[config.mk]
export PLATFORM = sky130hd
export DESIGN_NAME = adder_tree_accumulator_16bit
export DESIGN_NICKNAME = d
export VERILOG_FILES = /design/src/rtl/adder_tree_accumulator_16bit.sv
export SDC_FILE = /design/constraint.sdc
export NUM_CORES = 1
export LEC_CHECK = 0
export BUFFER_PORTS_ARGS = -buffer_cell sky130_fd_sc_hd__buf_2
export CELL_PAD_IN_SITES_DETAIL_PLACEMENT = 2
export CELL_PAD_IN_SITES_GLOBAL_PLACEMENT = 2
export CORE_ASPECT_RATIO = 0.9
export CORE_MARGIN = 4
export CORE_UTILIZATION = 37
export CTS_CLUSTER_DIAMETER = 40
export DETAILED_ROUTE_END_ITERATION = 16
export GPL_ROUTABILITY_DRIVEN = 0
export GPL_TIMING_DRIVEN = 0
export PLACE_DENSITY_LB_ADDON = 0.12
export SLEW_MARGIN = 30
export SYNTH_ARGS = -nofsm -noshare
export SYNTH_HDL_FRONTEND = slang
export SYNTH_SLANG_ARGS = --single-unit
[constraint.sdc]
create_clock -name i_clk -period 7.8 [get_ports i_clk]
set_clock_uncertainty 0.1 [all_clocks]
set_input_delay 1.56 -clock i_clk [delete_from_list [all_inputs] [get_ports i_clk]]
set_output_delay 1.56 -clock i_clk [all_outputs]
set_load 0.01 [all_outputs]
[src/rtl/adder_tree_accumulator_16bit.sv]
// rtl/adder_tree_accumulator_16bit.sv - row accumulator for 16-bit adder-tree partial sums
//
// Purpose: sums a programmable number of unsigned 16-bit partial sums from the
// adder tree into one ACC_W-bit row result, presented with a valid/ready handshake.
//
// Ports:
//   i_clk        clock, all logic on posedge
//   i_reset      synchronous active-high reset
//   i_start      row start pulse, honoured only when idle
//   i_num_terms  terms in the row, sampled on an accepted start
//   i_sum_in     partial sum from the adder tree
//   i_sum_valid  i_sum_in carries a term this cycle
//   o_acc_out    final row sum, stable while o_acc_valid=1
//   o_acc_valid  o_acc_out is valid
//   i_acc_ready  downstream accepts o_acc_out
//   o_busy       row in progress or result waiting
//   o_drop_err   sticky: a term arrived while not accumulating
//   o_sat_flag   sticky per row: accumulator clamped
//
// Build option: define ACC_SATURATE_EN to clamp on overflow instead of wrapping.

module adder_tree_accumulator_16bit #(
  parameter int ACC_W = 32,
  parameter int LEN_W = 8
) (
  input  logic             i_clk,
  input  logic             i_reset,
  input  logic             i_start,
  input  logic [LEN_W-1:0] i_num_terms,
  input  logic [15:0]      i_sum_in,
  input  logic             i_sum_valid,
  output logic [ACC_W-1:0] o_acc_out,
  output logic             o_acc_valid,
  input  logic             i_acc_ready,
  output logic             o_busy,
  output logic             o_drop_err,
  output logic             o_sat_flag
);

  typedef enum logic [1:0] {S_IDLE, S_ACCUM, S_HOLD} state_t;

  state_t           r_state;
  state_t           w_next_state;
  logic [ACC_W-1:0] r_acc;
  logic [ACC_W-1:0] r_acc_out;
  logic [LEN_W-1:0] r_count;
  logic [LEN_W-1:0] r_num_terms;
  logic             r_drop_err;
  logic             w_start_ok;
  logic             w_term;
  logic             w_last;
  logic [ACC_W-1:0] w_acc_next;

  assign w_start_ok = (r_state == S_IDLE) && i_start;
  assign w_term     = (r_state == S_ACCUM) && i_sum_valid;
  assign w_last     = w_term && (r_count == (r_num_terms - LEN_W'(1)));

`ifdef ACC_SATURATE_EN
  logic [ACC_W:0] w_sum;
  logic           w_ovf;
  logic           r_sat_flag;

  // One extra bit catches the carry out; once clamped to all-ones any further
  // non-zero term overflows again, so the row stays clamped without extra state.
  assign w_sum      = {1'b0, r_acc} + (ACC_W+1)'(i_sum_in);
  assign w_ovf      = w_sum[ACC_W];
  assign w_acc_next = w_ovf ? '1 : w_sum[ACC_W-1:0];
  assign o_sat_flag = r_sat_flag;

  always_ff @(posedge i_clk) begin
    if (i_reset) begin
      r_sat_flag <= 1'b0;
    end else if (w_start_ok) begin
      r_sat_flag <= 1'b0;
    end else if (w_term && w_ovf) begin
      r_sat_flag <= 1'b1;
    end
  end
`else
  assign w_acc_next = r_acc + ACC_W'(i_sum_in);
  assign o_sat_flag = 1'b0;
`endif

  // State register
  always_ff @(posedge i_clk) begin
    if (i_reset) begin
      r_state <= S_IDLE;
    end else begin
      r_state <= w_next_state;
    end
  end

  // Next-state logic
  always_comb begin
    w_next_state = r_state;
    case (r_state)
      S_IDLE: begin
        if (i_start) begin
          w_next_state = (i_num_terms == '0) ? S_HOLD : S_ACCUM;
        end
      end
      S_ACCUM: begin
        if (w_last) begin
          w_next_state = S_HOLD;
        end
      end
      S_HOLD: begin
        if (i_acc_ready) begin
          w_next_state = S_IDLE;
        end
      end
      default: w_next_state = S_IDLE;
    endcase
  end

  // Outputs decoded from state
  always_comb begin
    o_acc_valid = 1'b0;
    o_busy      = 1'b0;
    case (r_state)
      S_ACCUM: o_busy = 1'b1;
      S_HOLD: begin
        o_busy      = 1'b1;
        o_acc_valid = 1'b1;
      end
      default: begin
        o_busy      = 1'b0;
        o_acc_valid = 1'b0;
      end
    endcase
  end

  // Datapath
  always_ff @(posedge i_clk) begin
    if (i_reset) begin
      r_acc       <= '0;
      r_acc_out   <= '0;
      r_count     <= '0;
      r_num_terms <= '0;
      r_drop_err  <= 1'b0;
    end else begin
      if (w_start_ok) begin
        r_num_terms <= i_num_terms;
        r_acc       <= '0;
        r_count     <= '0;
        // An empty row resolves immediately to zero.
        if (i_num_terms == '0) begin
          r_acc_out <= '0;
        end
      end
      if (w_term) begin
        r_acc   <= w_acc_next;
        r_count <= r_count + LEN_W'(1);
        if (w_last) begin
          r_acc_out <= w_acc_next;
        end
      end
      if (i_sum_valid && (r_state != S_ACCUM)) begin
        r_drop_err <= 1'b1;
      end
    end
  end

  assign o_acc_out  = r_acc_out;
  assign o_drop_err = r_drop_err;

endmodule

==> results of run 1 <==
routing by layer:
metal | vias up | track usage [%]
li1 | 2169 | -
met1 | 2294 | 28.75
met2 | 71 | 43.10
met3 | 16 | 4.354
met4 | 0 | 7.153
met5 | - | 0
state kept, by name, summed over array words and instances (netlist names):
register and count:
o_acc_out 32, r_state 2, r_acc 32, r_count 8, o_drop_err 1, r_num_terms 8
cells in the mapped netlist, types with 9 or more instances:
| cell type | count |
|---|---|
| dfxtp_1 | 83 |
| nand2_1 | 62 |
| nor2_1 | 50 |
| a21oi_1 | 46 |
| nand3_1 | 37 |
| clkbuf_1 | 24 |
| ha_1 | 21 |
| o21ai_0 | 19 |
| xor2_1 | 18 |
| a22o_1 | 17 |
| xnor2_1 | 16 |
| a22oi_1 | 13 |
| a31oi_1 | 9 |
| nor3_1 | 9 |
cells by family after synthesis:
logic type,Yosys count,share of synthesized area [%]
AOI/OAI and AO/OA,162,24.48
xor gates and xnor gates,35,6.873
adders and majority gates,22,6.188
buffers and inverters,40,3.888
DFF,83,36.36
muxes,1,0.2464
other,1,0.08207
and+or+nand+nor,209,21.88
per-stage QoR:
| stage | utilization (%) | hold WS (ns) | total power, W | setup slack, ns | area, um^2 |
|---|---|---|---|---|---|
| after floorplan | - | 0.3400 | 0.0007237 | 3.820 | 4569 |
| after global placement | 42.11 | 0.3444 | 0.0008183 | 2.979 | 5085 |
| after detailed placement | 42.15 | 0.3507 | 0.0008444 | 3.247 | 5090 |
| after CTS | 44.59 | 0.3694 | 0.001292 | 3.572 | 5385 |
| after global routing | 44.59 | 0.3965 | 0.001357 | 3.360 | 5385 |
| final | 44.59 | 0.3656 | 0.001283 | 3.547 | 5385 |
worst register-to-register path: cells and delay by family, from the launching register on:
kind            cells  cell delay [ns]
simple gates        2             0.26
buf+inv             1             0.45
compound gates      4             1.20
flops               1             0.31
fa+ha+maj           2             0.64
xor+xnor            1             0.18
layout make-up:
type | count | area (um^2) | share of cell area, %
plain buffers | 32 | 147.6 | 2.742
clock buffers | 11 | 242.7 | 4.507
clock inverters | 5 | 52.55 | 0.9758
flip-flops and latches | 83 | 1662 | 30.85
inverters | 8 | 30.03 | 0.5576
multi-input cells | 430 | 2735 | 50.79
repair buffers | 63 | 315.3 | 5.855
well taps | 160 | 200.2 | 3.717
power by group:
group	leakage [nW]	internal [W]	switching, W	total [W]
sequential	0.671	0.000448	0.0000233	0.000471
clock	0.145	0.000255	0.000185	0.000440
combinational	1.38	0.000127	0.000244	0.000371
worst paths after layout:
kind         slack, ns  cells after the start                startpoint                        to
max               3.55                     11               i_sum_in[0]  o_acc_out[20]$_SDFF_PP0_
min               0.37                      1  o_acc_out[28]$_SDFF_PP0_  o_acc_out[28]$_SDFF_PP0_
max reg2reg       4.57                     10     r_acc[0]$_SDFFE_PP0P_  o_acc_out[20]$_SDFF_PP0_
min reg2reg       0.37                      1  o_acc_out[28]$_SDFF_PP0_  o_acc_out[28]$_SDFF_PP0_
==> metrics.txt, run 1 <==
# TYPE chip_impl_metric gauge
chip_impl_metric{name="first_global_vias",unit=""} 5154
chip_impl_metric{name="gr-usage-all-layers",unit="%"} 23.75
chip_impl_metric{name="first_iter_violations",unit=""} 193
chip_impl_info{name="critical_path_class",value="input pin to flop"} 1
chip_impl_metric{name="detail_route.vias_per_cell",unit=""} 5.745
chip_impl_info{name="synth_top_flop_cell",value="dfxtp_1"} 1
chip_impl_metric{name="post-route-drc-count",unit=""} 0
chip_impl_metric{name="cells_after_synth",unit=""} 553
chip_impl_metric{name="cts.sinks",unit=""} 83
chip_impl_metric{name="wl_met2",unit="um"} 8423
chip_impl_metric{name="route.final.wire_length",unit="um"} 16440
chip_impl_metric{name="vdd_drop_max",unit="uV"} 131.3
chip_impl_metric{name="synth_seq_area_share",unit="%"} 36.36
chip_impl_metric{name="cp.required",unit="ns"} 7.95
chip_impl_metric{name="die_height",unit="um"} 113.4
chip_impl_metric{name="io_pins",unit=""} 65
chip_impl_info{name="critical_path.cell_chain",value="buf_2 > ha_1 > fa_1 > a21o_1 > nand4_1 > a21oi_1 > o31ai_2 > clkbuf_1 > nor2_1 > xor2_1 > a22o_1"} 1
chip_impl_metric{name="fp.coreArea",unit="mm^2"} 0.01208
chip_impl_info{name="final_common_cell",value="dfxtp_1"} 1
chip_impl_metric{name="fin_nets",unit=""} 678
chip_impl_info{name="critical_path.endpoint_type",value="flop"} 1
chip_impl_info{name="grt_setup_unrepaired",value="no"} 1
chip_impl_metric{name="grt_first_pass_wirelength",unit="um"} 27030
chip_impl_metric{name="clkSlewWorstSetupHoldPaths",unit="ns"} 0.06
chip_impl_metric{name="setup_violations",unit=""} 0
chip_impl_info{name="timing.hold.worst.class",value="flop to flop"} 1
chip_impl_metric{name="synth.avg_cell_area",unit="um^2"} 8.263
chip_impl_metric{name="synth_seq_cells",unit=""} 83
chip_impl_metric{name="synth-edff-count",unit=""} 0
chip_impl_metric{name="detail_route.wirelength.met1",unit="um"} 7320
chip_impl_metric{name="critical-path-max-stage-delay",unit="ns"} 0.65
chip_impl_info{name="cts_tree",value="done"} 1
chip_impl_metric{name="dr_total_vias",unit=""} 4550
chip_impl_metric{name="start_util",unit="%"} 37.84
chip_impl_metric{name="dpl.hpwl",unit="um"} 12000
chip_impl_metric{name="ys.warnings.count",unit=""} 0
chip_impl_metric{name="worst_skew_pair.late_latency",unit="ns"} 0.35
chip_impl_metric{name="worst_slew_pin_slew",unit="ns"} 0.8626
chip_impl_metric{name="yosys.cell_types.count",unit=""} 61
chip_impl_metric{name="final.min_clock_period",unit="ns"} 4.253
chip_impl_metric{name="critical_path.max_fanout",unit=""} 10
chip_impl_metric{name="clock_tree.buffer_depth",unit=""} 2
chip_impl_metric{name="detailedRoute.firstPassIterationCount",unit=""} 4
chip_impl_metric{name="antenna-diode-count",unit=""} 0
chip_impl_info{name="cts_root_buffer",value="clkbuf_16"} 1
chip_impl_info{name="routed.top_layer",value="met4"} 1
chip_impl_metric{name="synth_async_sr_flop_share",unit="%"} 0
chip_impl_metric{name="htree_levels",unit=""} 3
chip_impl_metric{name="fmaxAchievable",unit="MHz"} 235.1
chip_impl_info{name="timing.critical_path.from_type",value="input pin"} 1
chip_impl_metric{name="drt.antenna.violating_nets",unit=""} 0
chip_impl_metric{name="static-leakage-power",unit="nW"} 2.199
chip_impl_metric{name="grt.overflow.total",unit=""} 0
chip_impl_metric{name="area_growth",unit="%"} 17.85
chip_impl_metric{name="synth_fp_nets",unit=""} 604
chip_impl_metric{name="post_cts.repair.setup_buffers",unit=""} 0
chip_impl_metric{name="fill_cells",unit=""} 1399
chip_impl_metric{name="antenna_found_initial",unit=""} 0
chip_impl_metric{name="avgRoutedWirePerCell",unit="um"} 20.75
chip_impl_info{name="synth_area_leader_cell",value="dfxtp_1"} 1
chip_impl_metric{name="portBuffers",unit=""} 63
chip_impl_info{name="post_synth_main_area_contributors",value="dfxtp_1, ha_1, nand2_1"} 1
chip_impl_metric{name="floorplan.die_area",unit="mm^2"} 0.01419
chip_impl_metric{name="cts-buffers-inserted",unit=""} 9
chip_impl_metric{name="syn_area",unit="mm^2"} 0.004569
chip_impl_metric{name="cts.repair.resized",unit=""} 0
chip_impl_metric{name="drive_gt1_share",unit="%"} 14.72
chip_impl_metric{name="dp.cells",unit=""} 776
chip_impl_metric{name="setup_tns",unit="ns"} 0
chip_impl_info{name="critical-path-slowest-cell",value="o31ai_2"} 1
chip_impl_info{name="commonest_cells_after_routing_fill_and_taps_aside",value="dfxtp_1, buf_2, nand2_1"} 1
chip_impl_metric{name="wl_met3",unit="um"} 484
chip_impl_metric{name="die_w",unit="um"} 125.1
chip_impl_metric{name="grt_max_degree",unit=""} 14
chip_impl_metric{name="hold_viol",unit=""} 0
chip_impl_info{name="outcome",value="completed"} 1
chip_impl_metric{name="layoutNonFillerInstCount",unit=""} 792
chip_impl_metric{name="power_density",unit="mW/mm^2"} 238.3
chip_impl_info{name="critical-path-top-delay-family",value="compound AO/OA/AOI/OAI gates"} 1
chip_impl_metric{name="row_count",unit=""} 38
chip_impl_metric{name="cts_hold_repair.buffers",unit=""} 0
chip_impl_metric{name="timing.critical_path.arrival",unit="ns"} 4.40
chip_impl_metric{name="max_cap_violations",unit=""} 0
chip_impl_metric{name="cp_num_buf_inv",unit=""} 2
chip_impl_metric{name="synth_largest_type_area_fraction",unit="%"} 36.36
chip_impl_metric{name="layout_worst_path_cycle_share",unit="%"} 54.52
chip_impl_metric{name="slew_violations",unit=""} 0
chip_impl_metric{name="worst_slew_margin_rel",unit="%"} 41.96
No activity file was read; power rests on OpenSTA's default activity.
==> inputs of run 2 (changes only) <==
- CORE_UTILIZATION: 37 -> 34
- clock period: 7.8 -> 4.2 ns (I/O delays scaled with it)
==> metrics.txt, run 2 (same netlist as run 1, synthesis figures left out) <==
# TYPE chip_impl_metric gauge
chip_impl_info{name="outcome",value="completed"} 1
chip_impl_metric{name="drive_gt1_share",unit="%"} 14.72
chip_impl_info{name="critical-path-slowest-cell",value="o31ai_1"} 1
chip_impl_info{name="final_common_cell",value="dfxtp_1"} 1
chip_impl_info{name="critical_path.endpoint_type",value="flop"} 1
chip_impl_metric{name="antenna_found_initial",unit=""} 0
chip_impl_metric{name="slew_violations",unit=""} 0
chip_impl_metric{name="die_height",unit="um"} 118.0
chip_impl_metric{name="critical-path-max-stage-delay",unit="ns"} 0.83
chip_impl_metric{name="grt.overflow.total",unit=""} 0
chip_impl_metric{name="die_w",unit="um"} 130.2
chip_impl_metric{name="cts.repair.resized",unit=""} 0
chip_impl_metric{name="grt_first_pass_wirelength",unit="um"} 26630
chip_impl_info{name="cts_root_buffer",value="clkbuf_16"} 1
chip_impl_metric{name="globalRouteMet3Util",unit="%"} 5.036
chip_impl_metric{name="setup_tns",unit="ns"} 0
chip_impl_metric{name="row_count",unit=""} 39
chip_impl_metric{name="clkSlewWorstSetupHoldPaths",unit="ns"} 0.06
chip_impl_metric{name="cts.sinks",unit=""} 83
chip_impl_metric{name="cp.required",unit="ns"} 4.35
chip_impl_info{name="critical_path.cell_chain",value="buf_2 > ha_1 > fa_1 > a21o_1 > nand4_1 > a21oi_1 > o31ai_1 > clkbuf_1 > nor2_1 > xor2_1 > a22o_1"} 1
chip_impl_metric{name="dr_total_vias",unit=""} 4534
chip_impl_metric{name="detail_route.vias_per_cell",unit=""} 5.696
chip_impl_metric{name="cts_hold_repair.buffers",unit=""} 0
chip_impl_metric{name="clock_tree.buffer_depth",unit=""} 2
chip_impl_info{name="cts_tree",value="done"} 1
chip_impl_metric{name="final.min_clock_period",unit="ns"} 3.710
chip_impl_metric{name="dpl.hpwl",unit="um"} 12020
chip_impl_metric{name="finalCoreUtilization",unit="%"} 41.82
chip_impl_metric{name="static-leakage-power",unit="nW"} 2.207
chip_impl_metric{name="area_growth",unit="%"} 18.35
chip_impl_metric{name="post-route-drc-count",unit=""} 0
chip_impl_metric{name="worst_skew_pair.late_latency",unit="ns"} 0.36
chip_impl_metric{name="fmaxAchievable",unit="MHz"} 269.6
chip_impl_info{name="critical_path_class",value="input pin to flop"} 1
chip_impl_metric{name="hold_viol",unit=""} 0
chip_impl_metric{name="drt.antenna.violating_nets",unit=""} 0
chip_impl_info{name="timing.hold.worst.class",value="flop to flop"} 1
chip_impl_metric{name="detailedRoute.firstPassIterationCount",unit=""} 4
chip_impl_metric{name="antenna-diode-count",unit=""} 0
chip_impl_metric{name="cp_num_buf_inv",unit=""} 2
chip_impl_metric{name="worst_slew_pin_slew",unit="ns"} 0.9617
chip_impl_info{name="commonest_cells_after_routing_fill_and_taps_aside",value="dfxtp_1, buf_2, nand2_1"} 1
chip_impl_metric{name="htree_levels",unit=""} 3
chip_impl_metric{name="cts-buffers-inserted",unit=""} 9
chip_impl_metric{name="avgRoutedWirePerCell",unit="um"} 20.55
chip_impl_metric{name="floorplan.die_area",unit="mm^2"} 0.01536
chip_impl_metric{name="gr-usage-all-layers",unit="%"} 22.00
chip_impl_metric{name="first_iter_violations",unit=""} 146
chip_impl_metric{name="fp.coreArea",unit="mm^2"} 0.01293
chip_impl_metric{name="fin_nets",unit=""} 678
chip_impl_info{name="timing.critical_path.from_type",value="input pin"} 1
chip_impl_info{name="top_usage_layer",value="met2"} 1
chip_impl_metric{name="grtUsageMet2",unit="%"} 39.20
chip_impl_info{name="critical-path-top-delay-family",value="compound AO/OA/AOI/OAI gates"} 1
chip_impl_info{name="grt_setup_unrepaired",value="no"} 1
chip_impl_metric{name="worst_slew_margin_rel",unit="%"} 35.34
chip_impl_metric{name="max_cap_violations",unit=""} 0
chip_impl_metric{name="power.total",unit="W"} 0.002425
chip_impl_metric{name="power_density",unit="mW/mm^2"} 448.4
chip_impl_metric{name="critical_path.max_fanout",unit=""} 10
chip_impl_metric{name="start_util",unit="%"} 35.34
chip_impl_metric{name="use_met1",unit="%"} 26.47
chip_impl_metric{name="setup_violations",unit=""} 0
chip_impl_metric{name="route.final.wire_length",unit="um"} 16360
chip_impl_metric{name="layout_worst_path_cycle_share",unit="%"} 88.33
chip_impl_metric{name="post_cts.repair.setup_buffers",unit=""} 0
chip_impl_metric{name="first_global_vias",unit=""} 5059
chip_impl_metric{name="io_pins",unit=""} 65
chip_impl_metric{name="portBuffers",unit=""} 63
chip_impl_metric{name="timing.critical_path.arrival",unit="ns"} 3.86
chip_impl_metric{name="vdd_drop_max",unit="uV"} 285.8
chip_impl_metric{name="grt_max_degree",unit=""} 15
run 2: cell count changes in the layout (fill, tap and decap cells not counted):
cell / delta
clkbuf_8: -1
clkinvlp_4: +2
o31ai_1: +1
bufinv_16: +1
clkbuf_1: -1
clkinv_2: -1
o31ai_2: -1
run 2: where the power goes:
part / switching, W / leakage, nW / internal (W)
combinational: 0.000439 / 1.39 / 0.000235
sequential: 0.0000415 / 0.671 / 0.000832
clock: 0.000358 / 0.147 / 0.000519
run 2: cell type report:
cell class,count,area (um^2)
fillers,1485,7523
clock buffers,9,225.2
clock inverters,7,92.59
inverters,8,30.03
multi-input cells,430,2730
plain buffers,32,147.6
repair buffers,63,315.3
flip-flops and latches,83,1662
well taps,164,205.2
run 2: through the flow:
step                hold WS [ns]  instances  area [um^2]  setup slack, ns
floorplan                 0.3400        553         4569           0.9399
CTS                       0.3751        796         5408           0.4802
detailed placement        0.3597        780         5090           0.1046
finish                    0.3659        796         5408           0.4902
global route              0.3929        796         5408           0.3267
global placement          0.3445        780         5090          0.09064
run 2: worst paths after layout:
kind,start,to,slack (ns),cells after the start
worst max-delay path,i_sum_in[0],o_acc_out[22]$_SDFF_PP0_,0.49,11
worst min-delay path,o_drop_err$_SDFFE_PP0P_,o_drop_err$_SDFFE_PP0P_,0.37,2
worst max register to register,r_acc[0]$_SDFFE_PP0P_,o_acc_out[22]$_SDFF_PP0_,0.77,10
worst min register to register,o_drop_err$_SDFFE_PP0P_,o_drop_err$_SDFFE_PP0P_,0.37,2
run 2: per-layer routing:
metal | wire, um | share of wire, %
met4 | 161 | 0.98
met2 | 8411 | 51
met3 | 502 | 3.1
met1 | 7283 | 45
met5 | 0 | 0
run 2: worst min-delay path, cell delays in order (launching register included):
cell and delay, ns:
dfxtp_1 0.33, a21oi_1 0.04, nor2_1 0.07
==> inputs of run 3 (changes only) <==
- REMOVE_ABC_BUFFERS: unset -> 1
==> metrics.txt, run 3 (same netlist as run 1, synthesis figures left out) <==
# TYPE chip_impl_metric gauge
chip_impl_metric{name="clkSlewWorstSetupHoldPaths",unit="ns"} 0.06
chip_impl_metric{name="timing.critical_path.arrival",unit="ns"} 3.58
chip_impl_metric{name="power.share.switching",unit="%"} 34.70
chip_impl_metric{name="die_height",unit="um"} 118.0
chip_impl_metric{name="reg2reg_depth",unit=""} 8
chip_impl_metric{name="timing.hold.worst_path_depth",unit=""} 2
chip_impl_metric{name="drt.antenna.violating_nets",unit=""} 0
chip_impl_metric{name="critical_path.max_fanout",unit=""} 28
chip_impl_info{name="cts_root_buffer",value="clkbuf_16"} 1
chip_impl_metric{name="power.share.sequential",unit="%"} 38.6
chip_impl_metric{name="area_growth",unit="%"} 15.44
chip_impl_metric{name="timing.final.ws_setup",unit="ns"} 0.8079
chip_impl_metric{name="setup_violations",unit=""} 0
chip_impl_metric{name="multi_input_area",unit="mm^2"} 0.002758
chip_impl_info{name="critical_path.endpoint_type",value="flop"} 1
chip_impl_info{name="final_common_cell",value="dfxtp_1"} 1
chip_impl_metric{name="drive_gt1_share",unit="%"} 15.31
chip_impl_metric{name="power_density",unit="mW/mm^2"} 429.6
chip_impl_metric{name="hold_viol",unit=""} 0
chip_impl_metric{name="fp.coreArea",unit="mm^2"} 0.01293
chip_impl_metric{name="dpl_cell_area",unit="mm^2"} 0.005012
chip_impl_metric{name="finalCoreUtilization",unit="%"} 40.79
chip_impl_metric{name="cts.repair.resized",unit=""} 0
chip_impl_metric{name="grt_max_degree",unit=""} 48
chip_impl_info{name="critical_path_class",value="flop to flop"} 1
chip_impl_metric{name="static-leakage-power",unit="nW"} 2.140
chip_impl_metric{name="worst_slew_margin_rel",unit="%"} 46.39
chip_impl_metric{name="die_w",unit="um"} 130.2
chip_impl_metric{name="final.min_clock_period",unit="ns"} 3.392
chip_impl_metric{name="post-route-cell-area",unit="mm^2"} 0.005275
chip_impl_metric{name="gr-usage-all-layers",unit="%"} 19.56
chip_impl_metric{name="dp.cells",unit=""} 750
chip_impl_metric{name="switchingPower",unit="W"} 0.0007862
chip_impl_metric{name="critical-path-max-stage-delay",unit="ns"} 0.63
chip_impl_metric{name="cts-buffers-inserted",unit=""} 9
chip_impl_metric{name="fin_nets",unit=""} 648
chip_impl_metric{name="cp.required",unit="ns"} 4.39
chip_impl_metric{name="cts_hold_repair.buffers",unit=""} 0
chip_impl_metric{name="fmaxAchievable",unit="MHz"} 294.8
chip_impl_metric{name="first_iter_violations",unit=""} 225
chip_impl_metric{name="worst_hold_margin",unit="ns"} 0.3658
chip_impl_metric{name="antenna-diode-count",unit=""} 0
chip_impl_metric{name="layout_worst_path_cycle_share",unit="%"} 80.76
chip_impl_metric{name="worst_slew_pin_slew",unit="ns"} 0.8019
chip_impl_metric{name="worst_skew_pair.late_latency",unit="ns"} 0.35
chip_impl_metric{name="row_count",unit=""} 39
chip_impl_info{name="critical-path-slowest-cell",value="nor2_2"} 1
chip_impl_metric{name="cts.sinks",unit=""} 83
chip_impl_info{name="outcome",value="completed"} 1
chip_impl_metric{name="floorplan.die_area",unit="mm^2"} 0.01536
chip_impl_metric{name="max_cap_violations",unit=""} 0
chip_impl_metric{name="portBuffers",unit=""} 63
chip_impl_metric{name="fill_cells",unit=""} 1465
chip_impl_metric{name="p_int",unit="W"} 0.001480
chip_impl_info{name="timing.critical_path.from_type",value="flop"} 1
chip_impl_metric{name="first_global_vias",unit=""} 4651
chip_impl_metric{name="sequential_cell_area",unit="mm^2"} 0.001662
chip_impl_metric{name="route.final.wire_length",unit="um"} 14680
chip_impl_metric{name="clock_power_share",unit="%"} 32.6
chip_impl_metric{name="grt_first_pass_wirelength",unit="um"} 24110
chip_impl_info{name="critical_path.cell_chain",value="inv_1 > ha_1 > nand2_1 > nor3_1 > o2111ai_1 > or2_2 > nor2_2 > a22o_1"} 1
chip_impl_metric{name="antenna_found_initial",unit=""} 0
chip_impl_info{name="timing.hold.worst.class",value="flop to flop"} 1
chip_impl_metric{name="vdd_drop_max",unit="uV"} 249.3
chip_impl_metric{name="io_pins",unit=""} 65
chip_impl_metric{name="avgRoutedWirePerCell",unit="um"} 19.19
chip_impl_info{name="commonest_cells_after_routing_fill_and_taps_aside",value="dfxtp_1, nand2_1, buf_2"} 1
chip_impl_metric{name="grt.overflow.total",unit=""} 0
chip_impl_metric{name="detailedRoute.firstPassIterationCount",unit=""} 4
chip_impl_info{name="grt_setup_unrepaired",value="no"} 1
chip_impl_metric{name="start_util",unit="%"} 35.34
chip_impl_metric{name="layoutNonFillerInstCount",unit=""} 765
chip_impl_metric{name="htree_levels",unit=""} 3
chip_impl_metric{name="p_comb_share",unit="%"} 28.8
chip_impl_metric{name="post-route-drc-count",unit=""} 0
chip_impl_info{name="cts_tree",value="done"} 1
chip_impl_metric{name="dpl.hpwl",unit="um"} 10560
chip_impl_metric{name="pre_cts_slack",unit="ns"} 0.5416
chip_impl_metric{name="slew_violations",unit=""} 0
chip_impl_metric{name="detail_route.vias_per_cell",unit=""} 5.648
chip_impl_metric{name="post_cts.repair.setup_buffers",unit=""} 0
chip_impl_metric{name="dr_total_vias",unit=""} 4321
chip_impl_metric{name="clock_tree.buffer_depth",unit=""} 2
-- run 3: cell count changes in the layout (fill, tap and decap cells not counted), moves of 2 or more --
cell,delta
buf_2,-2
clkbuf_1,-21
nor2_2,+2
nor2_1,-3
bufinv_16,-2
buf_12,+2
buf_6,-3
buf_1,-3
clkinvlp_4,-2
-- run 3: worst paths after layout --
path | startpoint | to | slack, ns
max reg2reg | r_state[1]$_SDFFE_PP0P_ | o_acc_out[22]$_SDFF_PP0_ | 0.81
min reg2reg | o_acc_out[11]$_SDFF_PP0_ | o_acc_out[11]$_SDFF_PP0_ | 0.37
max | r_state[1]$_SDFFE_PP0P_ | o_acc_out[22]$_SDFF_PP0_ | 0.81
min | o_acc_out[11]$_SDFF_PP0_ | o_acc_out[11]$_SDFF_PP0_ | 0.37
-- run 3: layout make-up --
cell class	instances	share of cell area, %
multi-input cells	430	52.28
well taps	164	3.890
inverters	8	0.5693
clock buffers	13	4.744
flip-flops and latches	83	31.50
repair buffers	65	6.784
clock inverters	2	0.2372
-- run 3: critical path: cells and delay by family, from the launching register on --
family | cells | cell delay, ns
flip-flops | 1 | 0.31
AND/OR/NAND/NOR | 4 | 2.07
adder cells (fa/ha/maj) | 1 | 0.28
AO/OA/AOI/OAI | 2 | 0.44
buffers and inverters | 1 | 0.11
-- run 3: metal layers --
metal  track usage (%)  routed length (um)  part of all wire, %
met5                 0                   0                    0
met4             4.091                 134                 0.91
met3             4.356                 374                  2.5
met2             33.27                7314                   50
met1             25.15                6856                   47
-- run 3: power groups by stage --
stage	logic (W)	clock network (W)	registers, W
2_1_floorplan	0.000440	0	0.000879
3_3_place_gp	0.000606	0	0.000887
3_5_place_dp	0.000653	0	0.000891
4_1_cts	0.000660	0.000764	0.000874
5_1_grt	0.000732	0.000802	0.000881
6_report	0.000653	0.000739	0.000874
-- run 3: through the flow --
| step | setup TNS (ns) | total power (W) |
|---|---|---|
| after floorplan | 0 | 0.001318 |
| after global placement | -1.629 | 0.001493 |
| after detailed placement | 0 | 0.001545 |
| after CTS | 0 | 0.002297 |
| after global routing | 0 | 0.002415 |
| final | 0 | 0.002266 |
